$ cat src/rtl/fir_pkg.sv
// Shared helpers for the FIR stream stages: width arithmetic, rounding constant, buffer states.
// Latency: none (package only).
// Backpressure: n/a.
package fir_pkg;

  // System sample width used by the filter chain.
  localparam int SAMPLE_W = 16;

  // Occupancy states of the 2-entry stream buffer.
  typedef enum logic [1:0] {
    FILL_EMPTY = 2'd0,
    FILL_ONE   = 2'd1,
    FILL_TWO   = 2'd2
  } fill_e;

  // Full-precision width of a symmetric FIR output word.
  function automatic int out_width(int in_w, int coeff_w, int n_coeffs);
    return in_w + coeff_w + $clog2(n_coeffs) + 1;
  endfunction

  // Half-LSB constant added before a right shift; 0 when no shift is applied.
  function automatic logic [63:0] round_const(int shift);
    logic [63:0] r;
    r = '0;
    if (shift > 0) begin
      r = 64'd1 << (shift - 1);
    end
    return r;
  endfunction

endpackage

$ cat src/rtl/fir_decim_requant_if.sv
// Stream bundle for the decimating requantiser: FIR input, ready/valid output, overrun flag.
// Latency: none (wires only).
// Backpressure: ready_in qualifies the output side; the input side has no stall path.
interface fir_decim_requant_if #(
  parameter int IN_WIDTH  = 36,
  parameter int OUT_WIDTH = 16
);
  logic [IN_WIDTH-1:0]  data_in;
  logic                 valid_in;
  logic [OUT_WIDTH-1:0] data_out;
  logic                 valid_out;
  logic                 ready_in;
  logic                 clr_ovr;
  logic                 overrun;

  // Producer / consumer side (drives samples, ready and flag clear).
  modport master (
    output data_in, valid_in, ready_in, clr_ovr,
    input  data_out, valid_out, overrun
  );

  // Requantiser side.
  modport slave (
    input  data_in, valid_in, ready_in, clr_ovr,
    output data_out, valid_out, overrun
  );
endinterface

$ cat src/rtl/fir_fifo2.sv
// 2-entry ready/valid buffer; a push on a full buffer is refused and reported via drop.
// Latency: a push is visible at the head on the following cycle when the buffer was empty.
// Backpressure: never stalls the writer; push+pop on full succeeds, push alone on full drops.
module fir_fifo2
  import fir_pkg::*;
#(
  parameter int W = 16
) (
  input  logic         clk,
  input  logic         arst_n,
  input  logic         push,
  input  logic [W-1:0] push_dat,
  input  logic         pop_rdy,
  output logic         out_vld,
  output logic [W-1:0] out_dat,
  output logic         full,
  output logic         empty,
  output logic         drop
);

  fill_e        fill_q, fill_d;
  logic [W-1:0] head_q, tail_q;
  logic         pop;
  logic         head_ld, head_from_tail, tail_ld;

  assign empty   = (fill_q == FILL_EMPTY);
  assign full    = (fill_q == FILL_TWO);
  assign out_vld = !empty;
  assign out_dat = head_q;
  assign pop     = out_vld && pop_rdy;
  assign drop    = push && full && !pop;

  // Occupancy register.
  always_ff @(posedge clk or negedge arst_n) begin
    if (!arst_n) begin
      fill_q <= FILL_EMPTY;
    end else begin
      fill_q <= fill_d;
    end
  end

  // Next occupancy and which storage slots load this cycle.
  always_comb begin
    fill_d         = fill_q;
    head_ld        = 1'b0;
    head_from_tail = 1'b0;
    tail_ld        = 1'b0;
    case (fill_q)
      FILL_EMPTY: begin
        if (push) begin
          head_ld = 1'b1;
          fill_d  = FILL_ONE;
        end
      end
      FILL_ONE: begin
        if (push && pop) begin
          // Head is replaced by the incoming sample; occupancy unchanged.
          head_ld = 1'b1;
        end else if (push) begin
          tail_ld = 1'b1;
          fill_d  = FILL_TWO;
        end else if (pop) begin
          fill_d = FILL_EMPTY;
        end
      end
      FILL_TWO: begin
        if (pop) begin
          head_ld        = 1'b1;
          head_from_tail = 1'b1;
          if (push) begin
            tail_ld = 1'b1;
          end else begin
            fill_d = FILL_ONE;
          end
        end
      end
      default: fill_d = FILL_EMPTY;
    endcase
  end

  // Storage slots; head keeps its last value while the buffer is empty.
  always_ff @(posedge clk or negedge arst_n) begin
    if (!arst_n) begin
      head_q <= '0;
      tail_q <= '0;
    end else begin
      if (head_ld) begin
        head_q <= head_from_tail ? tail_q : push_dat;
      end
      if (tail_ld) begin
        tail_q <= push_dat;
      end
    end
  end

endmodule

$ cat src/rtl/fir_decim_requant.sv
// Decimate the FIR output stream, round/shift, clip (FIR_DECIM_REQUANT_SAT_EN) or wrap, then buffer.
// Latency: kept sample on cycle T is valid at the output from T+2 if the buffer has room.
// Backpressure: input never stalls; a kept sample arriving at a full, non-popping buffer sets overrun.
module fir_decim_requant
  import fir_pkg::*;
#(
  parameter int IN_WIDTH   = out_width(SAMPLE_W, SAMPLE_W, 5),
  parameter int OUT_WIDTH  = SAMPLE_W,
  parameter int FRAC_SHIFT = 15,
  parameter int DECIM      = 4
) (
  input  logic           clk,
  input  logic           arst_n,
  fir_decim_requant_if.slave bus
);

  localparam int              SH_W    = IN_WIDTH + 1 - FRAC_SHIFT;
  localparam int              PH_W    = (DECIM > 1) ? $clog2(DECIM) : 1;
  localparam logic [PH_W-1:0] PH_LAST = PH_W'(DECIM - 1);
  localparam logic [63:0]     RND64   = round_const(FRAC_SHIFT);
  localparam logic [IN_WIDTH:0] RND   = RND64[IN_WIDTH:0];

  logic [PH_W-1:0]      phase_q;
  logic                 keep;
  logic [IN_WIDTH:0]    sum;
  logic                 s1_valid;
  logic [SH_W-1:0]      s1_shifted;
  logic [OUT_WIDTH-1:0] req;
  logic                 fifo_vld, fifo_full, fifo_empty, fifo_drop;
  logic [OUT_WIDTH-1:0] fifo_dat;
  logic                 ovr_q;
  logic                 unused_bits;

  assign keep = bus.valid_in && (phase_q == '0);

  // Sign-extend one bit so the rounding add cannot overflow.
  assign sum = {bus.data_in[IN_WIDTH-1], bus.data_in} + RND;

  // Phase counter advances on every input sample and wraps at DECIM-1.
  always_ff @(posedge clk or negedge arst_n) begin
    if (!arst_n) begin
      phase_q <= '0;
    end else if (bus.valid_in) begin
      phase_q <= (phase_q == PH_LAST) ? '0 : phase_q + 1'b1;
    end
  end

  // Stage 1: register the rounded, arithmetically shifted kept sample.
  always_ff @(posedge clk or negedge arst_n) begin
    if (!arst_n) begin
      s1_valid   <= 1'b0;
      s1_shifted <= '0;
    end else begin
      s1_valid <= keep;
      if (keep) begin
        s1_shifted <= sum[IN_WIDTH:FRAC_SHIFT];
      end
    end
  end

  // Stage 2: reduce the shifted value to the output width.
`ifdef FIR_DECIM_REQUANT_SAT_EN
  localparam logic [OUT_WIDTH-1:0] OUT_MAX = {1'b0, {(OUT_WIDTH-1){1'b1}}};
  localparam logic [OUT_WIDTH-1:0] OUT_MIN = {1'b1, {(OUT_WIDTH-1){1'b0}}};
  generate
    if (SH_W > OUT_WIDTH) begin : g_clip
      logic [SH_W-OUT_WIDTH:0] top_bits;
      logic                    fits;
      assign top_bits = s1_shifted[SH_W-1:OUT_WIDTH-1];
      // In range when every bit above the output sign bit matches it.
      assign fits     = (&top_bits) || !(|top_bits);
      assign req      = fits ? s1_shifted[OUT_WIDTH-1:0]
                      : (top_bits[SH_W-OUT_WIDTH] ? OUT_MIN : OUT_MAX);
    end else begin : g_noclip
      assign req = s1_shifted[OUT_WIDTH-1:0];
    end
  endgenerate
`else
  assign req = s1_shifted[OUT_WIDTH-1:0];
`endif

  fir_fifo2 #(
    .W (OUT_WIDTH)
  ) u_fifo (
    .clk      (clk),
    .arst_n   (arst_n),
    .push     (s1_valid),
    .push_dat (req),
    .pop_rdy  (bus.ready_in),
    .out_vld  (fifo_vld),
    .out_dat  (fifo_dat),
    .full     (fifo_full),
    .empty    (fifo_empty),
    .drop     (fifo_drop)
  );

  // Sticky overrun; a drop in the same cycle as a clear keeps the flag set.
  always_ff @(posedge clk or negedge arst_n) begin
    if (!arst_n) begin
      ovr_q <= 1'b0;
    end else if (fifo_drop) begin
      ovr_q <= 1'b1;
    end else if (bus.clr_ovr) begin
      ovr_q <= 1'b0;
    end
  end

  assign bus.valid_out = fifo_vld;
  assign bus.data_out  = fifo_dat;
  assign bus.overrun   = ovr_q;

  // Fraction bits below the shift and status outputs not needed here.
  assign unused_bits = ^{sum, s1_shifted, fifo_full, fifo_empty};

endmodule

$ cat src/flat_wrapper.sv
// flat-port wrapper written by rule: the top's interface ports become plain ports
module fir_decim_requant_flat import fir_pkg::*;
#(
  parameter int IN_WIDTH   = out_width(SAMPLE_W, SAMPLE_W, 5),
  parameter int OUT_WIDTH  = SAMPLE_W,
  parameter int FRAC_SHIFT = 15,
  parameter int DECIM      = 4
)
  (clk, arst_n, bus_data_in, bus_valid_in, bus_ready_in, bus_clr_ovr, bus_data_out, bus_valid_out, bus_overrun);
  fir_decim_requant_if #(.IN_WIDTH(IN_WIDTH), .OUT_WIDTH(OUT_WIDTH)) bus_i ();
  input  logic clk;
  input  logic arst_n;
  input wire logic [$bits(bus_i.data_in)-1:0] bus_data_in;
  input wire logic [$bits(bus_i.valid_in)-1:0] bus_valid_in;
  input wire logic [$bits(bus_i.ready_in)-1:0] bus_ready_in;
  input wire logic [$bits(bus_i.clr_ovr)-1:0] bus_clr_ovr;
  output wire logic [$bits(bus_i.data_out)-1:0] bus_data_out;
  output wire logic [$bits(bus_i.valid_out)-1:0] bus_valid_out;
  output wire logic [$bits(bus_i.overrun)-1:0] bus_overrun;
  assign bus_i.data_in = bus_data_in;
  assign bus_i.valid_in = bus_valid_in;
  assign bus_i.ready_in = bus_ready_in;
  assign bus_i.clr_ovr = bus_clr_ovr;
  assign bus_data_out = bus_i.data_out;
  assign bus_valid_out = bus_i.valid_out;
  assign bus_overrun = bus_i.overrun;
  fir_decim_requant #(.IN_WIDTH(IN_WIDTH), .OUT_WIDTH(OUT_WIDTH), .FRAC_SHIFT(FRAC_SHIFT), .DECIM(DECIM)) u_core (.clk(clk), .arst_n(arst_n), .bus(bus_i));
endmodule
$ cat config.mk
export PLATFORM = sky130hd
export DESIGN_NAME = fir_decim_requant_flat
export DESIGN_NICKNAME = d
export VERILOG_FILES = /design/src/rtl/fir_pkg.sv /design/src/rtl/fir_decim_requant_if.sv /design/src/rtl/fir_fifo2.sv /design/src/rtl/fir_decim_requant.sv /design/src/flat_wrapper.sv
export SDC_FILE = /design/constraint.sdc
export NUM_CORES = 1
export LEC_CHECK = 0
export CORE_MARGIN = 5
export CORE_UTILIZATION = 50
export DETAILED_ROUTE_END_ITERATION = 16
export GPL_TIMING_DRIVEN = 0
export PLACE_DENSITY = 0.88
export SLEW_MARGIN = 20
export SYNTH_ARGS = -nofsm -noshare
export SYNTH_HDL_FRONTEND = slang
export SYNTH_SLANG_ARGS = --single-unit
$ cat constraint.sdc
create_clock -name clk -period 3.6 [get_ports clk]
set_input_delay 0.54 -clock clk [delete_from_list [all_inputs] [get_ports clk]]
set_output_delay 0.54 -clock clk [all_outputs]
set_load 0.02 [all_outputs]
# Word-level counts from Yosys, hierarchy flattened
# Index checks and enable logic that the tools add are counted.
# W data, S select, Z words.
# word_totals
regBits,54
# classes
n_addsub,2
n_eq_ne,8
mux,19
reduce_logical,11
# op_table
op,n
$add A31 B16 Y31 const B,1
$mux W16,1
$mux W2,7
$mux W1,8
$pmux W2 S3,1
$logic_and A1 B1 Y1,5
$reduce_and A5 Y1,1
$eq A2 B2 Y1 const B,2
$logic_not A2 Y1,2
$ne A2 B1 Y1 const B,2
$ne A2 B2 Y1 const B,2
$ne A3 B2 Y1 const B,1
$pmux W1 S3,1
$add A2 B1 Y2 const B,1
$eq A2 B1 Y1 const B,1
$logic_not A1 Y1,2
$pmux W1 S2,1
$reduce_bool A2 Y1,1

# Logic depth before layout (Yosys ltp)
# Gate-level depths: netlist of run 1.
# logic_depth
depth_word,7
mapped_depth,7
ltp_nobuf,6

# Modules after synthesis
# From an unflattened synthesis of run 1, not the netlist that was laid out.
# hier_totals
hier_cells,238
area_unflattened_um2,2667.6
# by_module_without_submodules
mod,n_inst,cells_each,area_each_um2
fir_fifo2,1,129,1614.0
fir_decim_requant,1,109,1053.5

# Worst setup path after synthesis of run 1
# OpenSTA, ideal clock, no wires.
# synth_path
path_type,register -> register
from,reg u_core.u_fifo.fill_q[0]
to,"reg u_core.u_fifo.head_q[10], in the netlist u_core.u_fifo.out_dat[10]"
setup_ns,0.125
arrival_time_ns,1.707
required_ns,3.475
setup_slack_ns,1.768
path_stages_with_launch,8
n_path_buf,1
synth_period_minus_slack_ns,1.832
cell_sequence,dfrtp_1 inv_1 ha_1 and2b_1 o21ai_2 a21oi_4 buf_6 mux2_4
# synth_via
elab_chain_cells,6
# synth_rtl
item,line_no,source
start: declaration,fir_fifo2.sv:21,"fill_e fill_q, fill_d;"
start signal: assignment,fir_fifo2.sv:38,fill_q <= fill_d;
$logic_not A2 Y1,"fir_fifo2.sv:26, fir_fifo2.sv:48",
$logic_not A1 Y1,fir_fifo2.sv:28,assign out_vld = !empty;
$logic_and A1 B1 Y1,fir_fifo2.sv:30,assign pop = out_vld && pop_rdy;
$logic_and A1 B1 Y1 / $mux W1 (equally long branches),"fir_fifo2.sv:56, fir_fifo2.sv:67",
$mux W1 (on tied branches),"fir_fifo2.sv:56, fir_fifo2.sv:48",
$pmux W1 S3 / $mux W16 (equally long branches),"fir_fifo2.sv:48, fir_fifo2.sv:88",
end signal: assignment,fir_fifo2.sv:88,head_q <= head_from_tail ? tail_q : push_dat;
end: declaration,fir_fifo2.sv:22,"logic [W-1:0] head_q, tail_q;"
# Parallel ways exist; a longest one is shown, timed or not.
# A chain may end at the register's enable or synchronous reset.

# Worst setup path in the final report of run 1
# layout_path
from,reg u_core.u_fifo.fill_q[0]
to,out bus_valid_out
# layout_via
elab_chain_cells,2
# layout_rtl
item,line_no,source
$logic_not A2 Y1,fir_fifo2.sv:26,assign empty = (fill_q == FILL_EMPTY);
$logic_not A1 Y1,fir_fifo2.sv:28,
end: declaration,flat_wrapper.sv:18,output wire logic [$bits(bus_i.valid_out)-1:0] bus_valid_out;
# No other way between the ends.

==> run metrics, run 1 <==
sequential element share of the synthesized area 48.94%; CP delay by family, top buffers and inverters; P&R area growth vs syn 20.57%; cell at the slowest stage of the critical path clkdlybuf4s50_1; global-route wire length before repair 8797 um; Starting Density 50.77%; Die Y 84.32 um; Die ar. 0.007109 mm^2; largest net degree at the start of global routing 55; most frequent cells in the layout dfrtp_1, clkdlybuf4s50_1, nand2_1; critical-path maximum fanout 4; Syn Area/Cell 12.55 um^2; Worst Setup Path Type reg2out; Lkg Pwr 1.522 nW; Critical Path AT 1.77 ns; Max clock buf depth 2; Yosys top cell by area dfrtp_1; fin. max-slew vios 0; post-CTS resize count 0; Peak Freq 432.7 MHz; GRT overflow 0; Clock Skew 0.009783 ns; Worst Max-Slew Pin Slew 0.6574 ns; Slew headroom 56.17%; Tot Pwr 2.482 mW; Port Buffers 39; outcome finished, final reports clean; GP Congestion 0.8436; n_diodes 0; Max Cap Viol 0; CP most frequent cell inv_1; PD cells 745.4 mW/mm^2; Synth area leaders dfrtp_1, mux2_4, mux2_2, xor2_1, ha_1; top cell type's share of synthesized area 48.94%; DRC Markers 0; Final Hold Viols 0; CTS tree yes; Synth Net Count 270; DP HPWL 3753 um; mapped cell area 0.002761 mm^2; Crit path largest cell delay 0.59 ns; Rows 27; # IOs 59; CP endpoint kind output pin; vias 1767; htree depth 2; root buf cell clkbuf_8; WL final 4938 um; # setup viols final 0; Initial DRC Count 135; fin nets 316; Core Area 0.005439 mm^2; Clock Latency Late Sink 0.30 ns; layout cell share with drive strength beyond 1 21.35%; CTS buffer count 5; width of the die 84.32 um; peak supply drop 0.0004098 V; required time worst endpoint 3.06 ns; Synth cell types 30; final period utilization 64.20%; FILL cells 406; vias in the first global route 1853; commonest non-fill, non-tap cell in the layout dfrtp_1; register bit total from synthesis 54; worst path cell trace inv_1 > ha_1 > inv_1 > clkdlybuf4s50_1; Warnings, synthesis 0; Post-Syn Instances 220; # clock sinks 54; initial antenna violation count 0; Pre-antenna DRT Iters 4; postcts setup bufs 0; Reg clk slew, reported paths 0.10 ns; Setup TNS 0 ns; Routed Antenna Nets 0; WL/cell 14.57 um; clock period minus worst slack 2.311 ns; # hold bufs at CTS 0; Startpoint Class flop; CP bufs+invs 3; GR Util All Layers 15.02%; RSZ-0062 raised after global routing no; Hold WC Path Type in2async; vias per cell 5.212
-- power breakdown --
group	internal, mW	switching [mW]	leakage [nW]	total [mW]
registers	0.873	0.176	0.681	1.05
logic	0.616	0.482	0.798	1.10
clock network	0.137	0.198	0.0441	0.335
-- worst register-to-register path, cell delays in order (launching register included) --
cell	delay (ns)
dfrtp_1	0.41
inv_1	0.12
ha_1	0.28
nor2b_4	0.18
nand2_4	0.13
a21oi_4	0.30
buf_6	0.20
mux2_1	0.34
-- cell families (layout without fill, tap and decap cells) --
family / after synthesis / count (layout) / share of synthesized area (%)
AND/OR/NAND/NOR: 50 / 50 / 9.787
flip-flops: 54 / 54 / 48.94
XOR/XNOR: 15 / 15 / 4.758
adder cells (fa/ha/maj): 9 / 9 / 4.078
buffers and inverters: 17 / 64 / 3.488
AO/OA/AOI/OAI: 24 / 24 / 5.528
multiplexers: 51 / 51 / 23.43
-- metal layers --
metal / vias to the layer above / global-route usage (%) / wire length [um]
met3: 4 / 3.140 / 238
met1: 848 / 20.53 / 2211
met2: 51 / 24.25 / 2423
met4: 0 / 4.240 / 64
met5: - / 0 / 0
li1: 864 / - / -
-- registers in the layout (all words and copies together), names as in the netlist --
register	count
u_core.phase_q	2
u_core.s1_valid	1
u_core.u_fifo.out_dat	16
u_core.bus.overrun	1
u_core.s1_shifted	16
u_core.u_fifo.fill_q	2
u_core.u_fifo.tail_q	16
-- cell usage after synthesis --
cell type  instances
nand2_4            1
nand2_1           23
buf_6              2
and4_1             5
xor2_1            13
nand4_1            7
nand3_1            4
and2_1             2
mux2i_1            2
a2bb2oi_1          1
and2b_1            1
buf_12             1
clkbuf_1           4
dfrtp_1           54
o21ai_0           18
xnor2_1            2
inv_1              9
o22ai_1            2
o21ai_2            1
nor2b_4            1
ha_1               9
mux2_1            10
a21oi_4            2
nor2_1             2
and3_1             2
buf_2              1
mux2_4            20
mux2_2            19
nor3_1             1
nand2b_1           1
-- stage by stage --
| step | std cells | hold slack [ns] | instance area [um^2] | setup slack, ns | util [%] |
|---|---|---|---|---|---|
| after floorplan | 220 | 0.2444 | 2761 | 1.768 | - |
| after global placement | 331 | 0.4675 | 3242 | 0.4287 | 59.60 |
| after detailed placement | 331 | 0.4762 | 3239 | 1.224 | 59.56 |
| after CTS | 339 | 0.2839 | 3329 | 1.272 | 61.21 |
| after global routing | 339 | 0.3076 | 3329 | 1.166 | 61.21 |
| final | 339 | 0.2563 | 3329 | 1.289 | 61.21 |
-- layout make-up --
type	count	area, um^2	share of cell area (%)
buffer	8	62.56	1.879
tap	72	90.09	2.706
multi-input combinational	149	1314	39.46
inverter	9	33.78	1.015
sequential	54	1351	40.59
clock inverter	3	21.27	0.6389
clock buffer	5	68.82	2.067
timing repair buffer	39	387.9	11.65
-- worst paths after layout --
check,start,to,slack [ns],cells after the start
max,u_core.u_fifo.fill_q[0],bus_valid_out,1.29,4
min,arst_n,u_core.s1_shifted[9],0.26,1
max reg2reg,u_core.u_fifo.fill_q[0],u_core.u_fifo.tail_q[10],1.53,7
min reg2reg,u_core.u_fifo.tail_q[7],u_core.u_fifo.tail_q[7],0.50,1
max in group asynchronous,arst_n,u_core.u_fifo.tail_q[6],2.90,1
min in group clk,u_core.u_fifo.tail_q[7],u_core.u_fifo.tail_q[7],0.50,1
Note: power is estimated with default switching activity, not from simulation.
==> inputs of run 2 (changes only) <==
Settings changed: CORE_UTILIZATION 50 to 46, PLACE_DENSITY 0.88 to 0.85.
Clock period 3.6 ns to 2.05 ns, I/O delays scaled along.
==> run metrics, run 2 (synthesized netlist as in run 1, its figures left out) <==
outcome finished, final reports clean; final period utilization 92.83%; n_diodes 0 (unchanged); multi-input combinational cell area 0.001316 mm^2 (+0.19%); RSZ-0062 raised after global routing no; DRC Markers 0 (unchanged); fin. max-slew vios 0 (unchanged); largest net degree at the start of global routing 55 (unchanged); vias per cell 5.124 (-1.7%); cell at the slowest stage of the critical path dfrtp_1; Inst Count DP 334 (+0.91%); global-route wire length before repair 8369 um (-4.9%); PD cells 1327 mW/mm^2 (+78%); Post-Place Setup Slack -0.08537 ns (-1.310 ns); Pre-antenna DRT Iters 4 (unchanged); Peak Freq 525.5 MHz; Fin Hold WS 0.03556 ns (-0.2207 ns); Critical Path AT 2.08 ns (+0.31 ns); WL/cell 14.03 um (-3.7%); Register Area 0.001351 mm^2 (unchanged); critical-path maximum fanout 10 (+6); # clock sinks 54 (unchanged); # IOs 59 (unchanged); Die ar. 0.007653 mm^2 (+7.6%); CP most frequent cell mux2_4; FILL cells 497 (+22%); GP Congestion 0.8702 (+3.2%); most frequent cells in the layout dfrtp_1, clkdlybuf4s50_1, nand2_1; vias 1773 (+0.34%); commonest non-fill, non-tap cell in the layout dfrtp_1; GRT overflow 0 (unchanged); Worst Max-Slew Pin Slew 0.6589 ns (+0.001523 ns); Lkg Pwr 1.556 nW (+2.2%); CP endpoint kind flop; Max clock buf depth 2 (unchanged); CP bufs+invs 2 (-1); Final WS setup 0.1470 ns (-1.142 ns); Clock Skew 0.01083 ns (+0.001048 ns); layout cell share with drive strength beyond 1 22.88% (+1.5 points); CTS buffer count 5 (unchanged); initial antenna violation count 0 (unchanged); required time worst endpoint 2.23 ns (-0.83 ns); Routed Antenna Nets 0 (unchanged); Rows 28 (+3.7%); Max Cap Viol 0 (unchanged); Tot Pwr 4.488 mW (+81%); Final Hold Viols 0 (unchanged); DP HPWL 3668 um (-2.3%); peak supply drop 0.0007614 V (+86%); Final Non-Filler Cells 346 (+2.1%); Slew headroom 56.07% (-0.10 points); Worst Setup Path Type reg2reg; Startpoint Class flop; vias in the first global route 1804 (-2.6%); Initial DRC Count 65 (-52%); GR Util All Layers 13.78% (-1.2 points); WL final 4854 um (-1.7%); htree depth 2 (unchanged); root buf cell clkbuf_8; Starting Density 46.92% (-3.9 points); Die Y 87.48 um (+3.8%); Port Buffers 39 (unchanged); Hold WC Path Type in2async; worst path cell trace inv_1 > ha_1 > nor2b_4 > nand2_4 > buf_12 > mux2_4 > mux2_4; clock period minus worst slack 1.903 ns; Core Area 0.005886 mm^2 (+8.2%); CP delay by family, top multiplexers; CTS tree yes; Crit path largest cell delay 0.39 ns (-0.20 ns); # setup viols final 0 (unchanged); Clock Latency Late Sink 0.30 ns (about the same); # hold bufs at CTS 0 (unchanged); width of the die 87.48 um (+3.8%); Reg clk slew, reported paths 0.10 ns (about the same); P&R area growth vs syn 22.52%; fin nets 320 (+1.3%)
==> run 2: final cells by class <==
cell class              count  share of cell area, %
well taps                  75                  2.774
flip-flops and latches     54                  39.94
plain buffers               8                  1.849
inverters                   9                 0.9985
repair buffers             43                  12.32
clock buffers               5                  2.034
clock inverters             3                  1.183
multi-input cells         149                  38.91
==> run 2: what timing repair did <==
action,4_1_cts,5_1_grt
pin swaps,2,0
buffers inserted,2,2
setup endpoints to repair,20,6
resized for setup,2,0
==> run 2: power breakdown <==
part,switching [mW],internal [mW]
logic,0.851,1.11
registers,0.295,1.53
clock network,0.338,0.360
total,1.48,3.00
==> run 2: final timing paths <==
kind / depth (start not counted) / start / endpoint / slack [ns]
max in group asynchronous: 1 / arst_n / u_core.u_fifo.tail_q[11] / 1.58
max: 7 / u_core.u_fifo.fill_q[1] / u_core.u_fifo.out_dat[8] / 0.15
max reg2reg: 7 / u_core.u_fifo.fill_q[1] / u_core.u_fifo.out_dat[8] / 0.15
min reg2reg: 1 / u_core.u_fifo.tail_q[14] / u_core.u_fifo.tail_q[14] / 0.49
min: 1 / arst_n / u_core.s1_shifted[15] / 0.04
min in group clk: 1 / u_core.u_fifo.tail_q[14] / u_core.u_fifo.tail_q[14] / 0.49
==> run 2: worst reg2reg max path: cells and delay by family, from the launching register on <==
kind                       cells  cell delay (ns)
adders and majority gates      1             0.26
buffers and inverters          2             0.28
DFF                            1             0.39
muxes                          2             0.55
and+or+nand+nor                2             0.31
==> run 2: layer usage <==
| metal | GRT usage [%] | vias up | wire length [um] |
|---|---|---|---|
| met5 | 0 | - | 0 |
| met4 | 3.766 | 0 | 29 |
| met1 | 17.89 | 870 | 2146 |
| met2 | 23.56 | 39 | 2476 |
| li1 | - | 862 | - |
| met3 | 2.460 | 2 | 201 |
==> run 2: metrics by stage <==
stage / instance area, um^2 / setup TNS (ns) / util [%]
floorplan: 2761 / 0 / -
global placement: 3246 / -48.47 / 55.14
detailed placement: 3243 / -0.7320 / 55.10
CTS: 3368 / 0 / 57.23
global route: 3383 / 0 / 57.48
finish: 3383 / 0 / 57.48
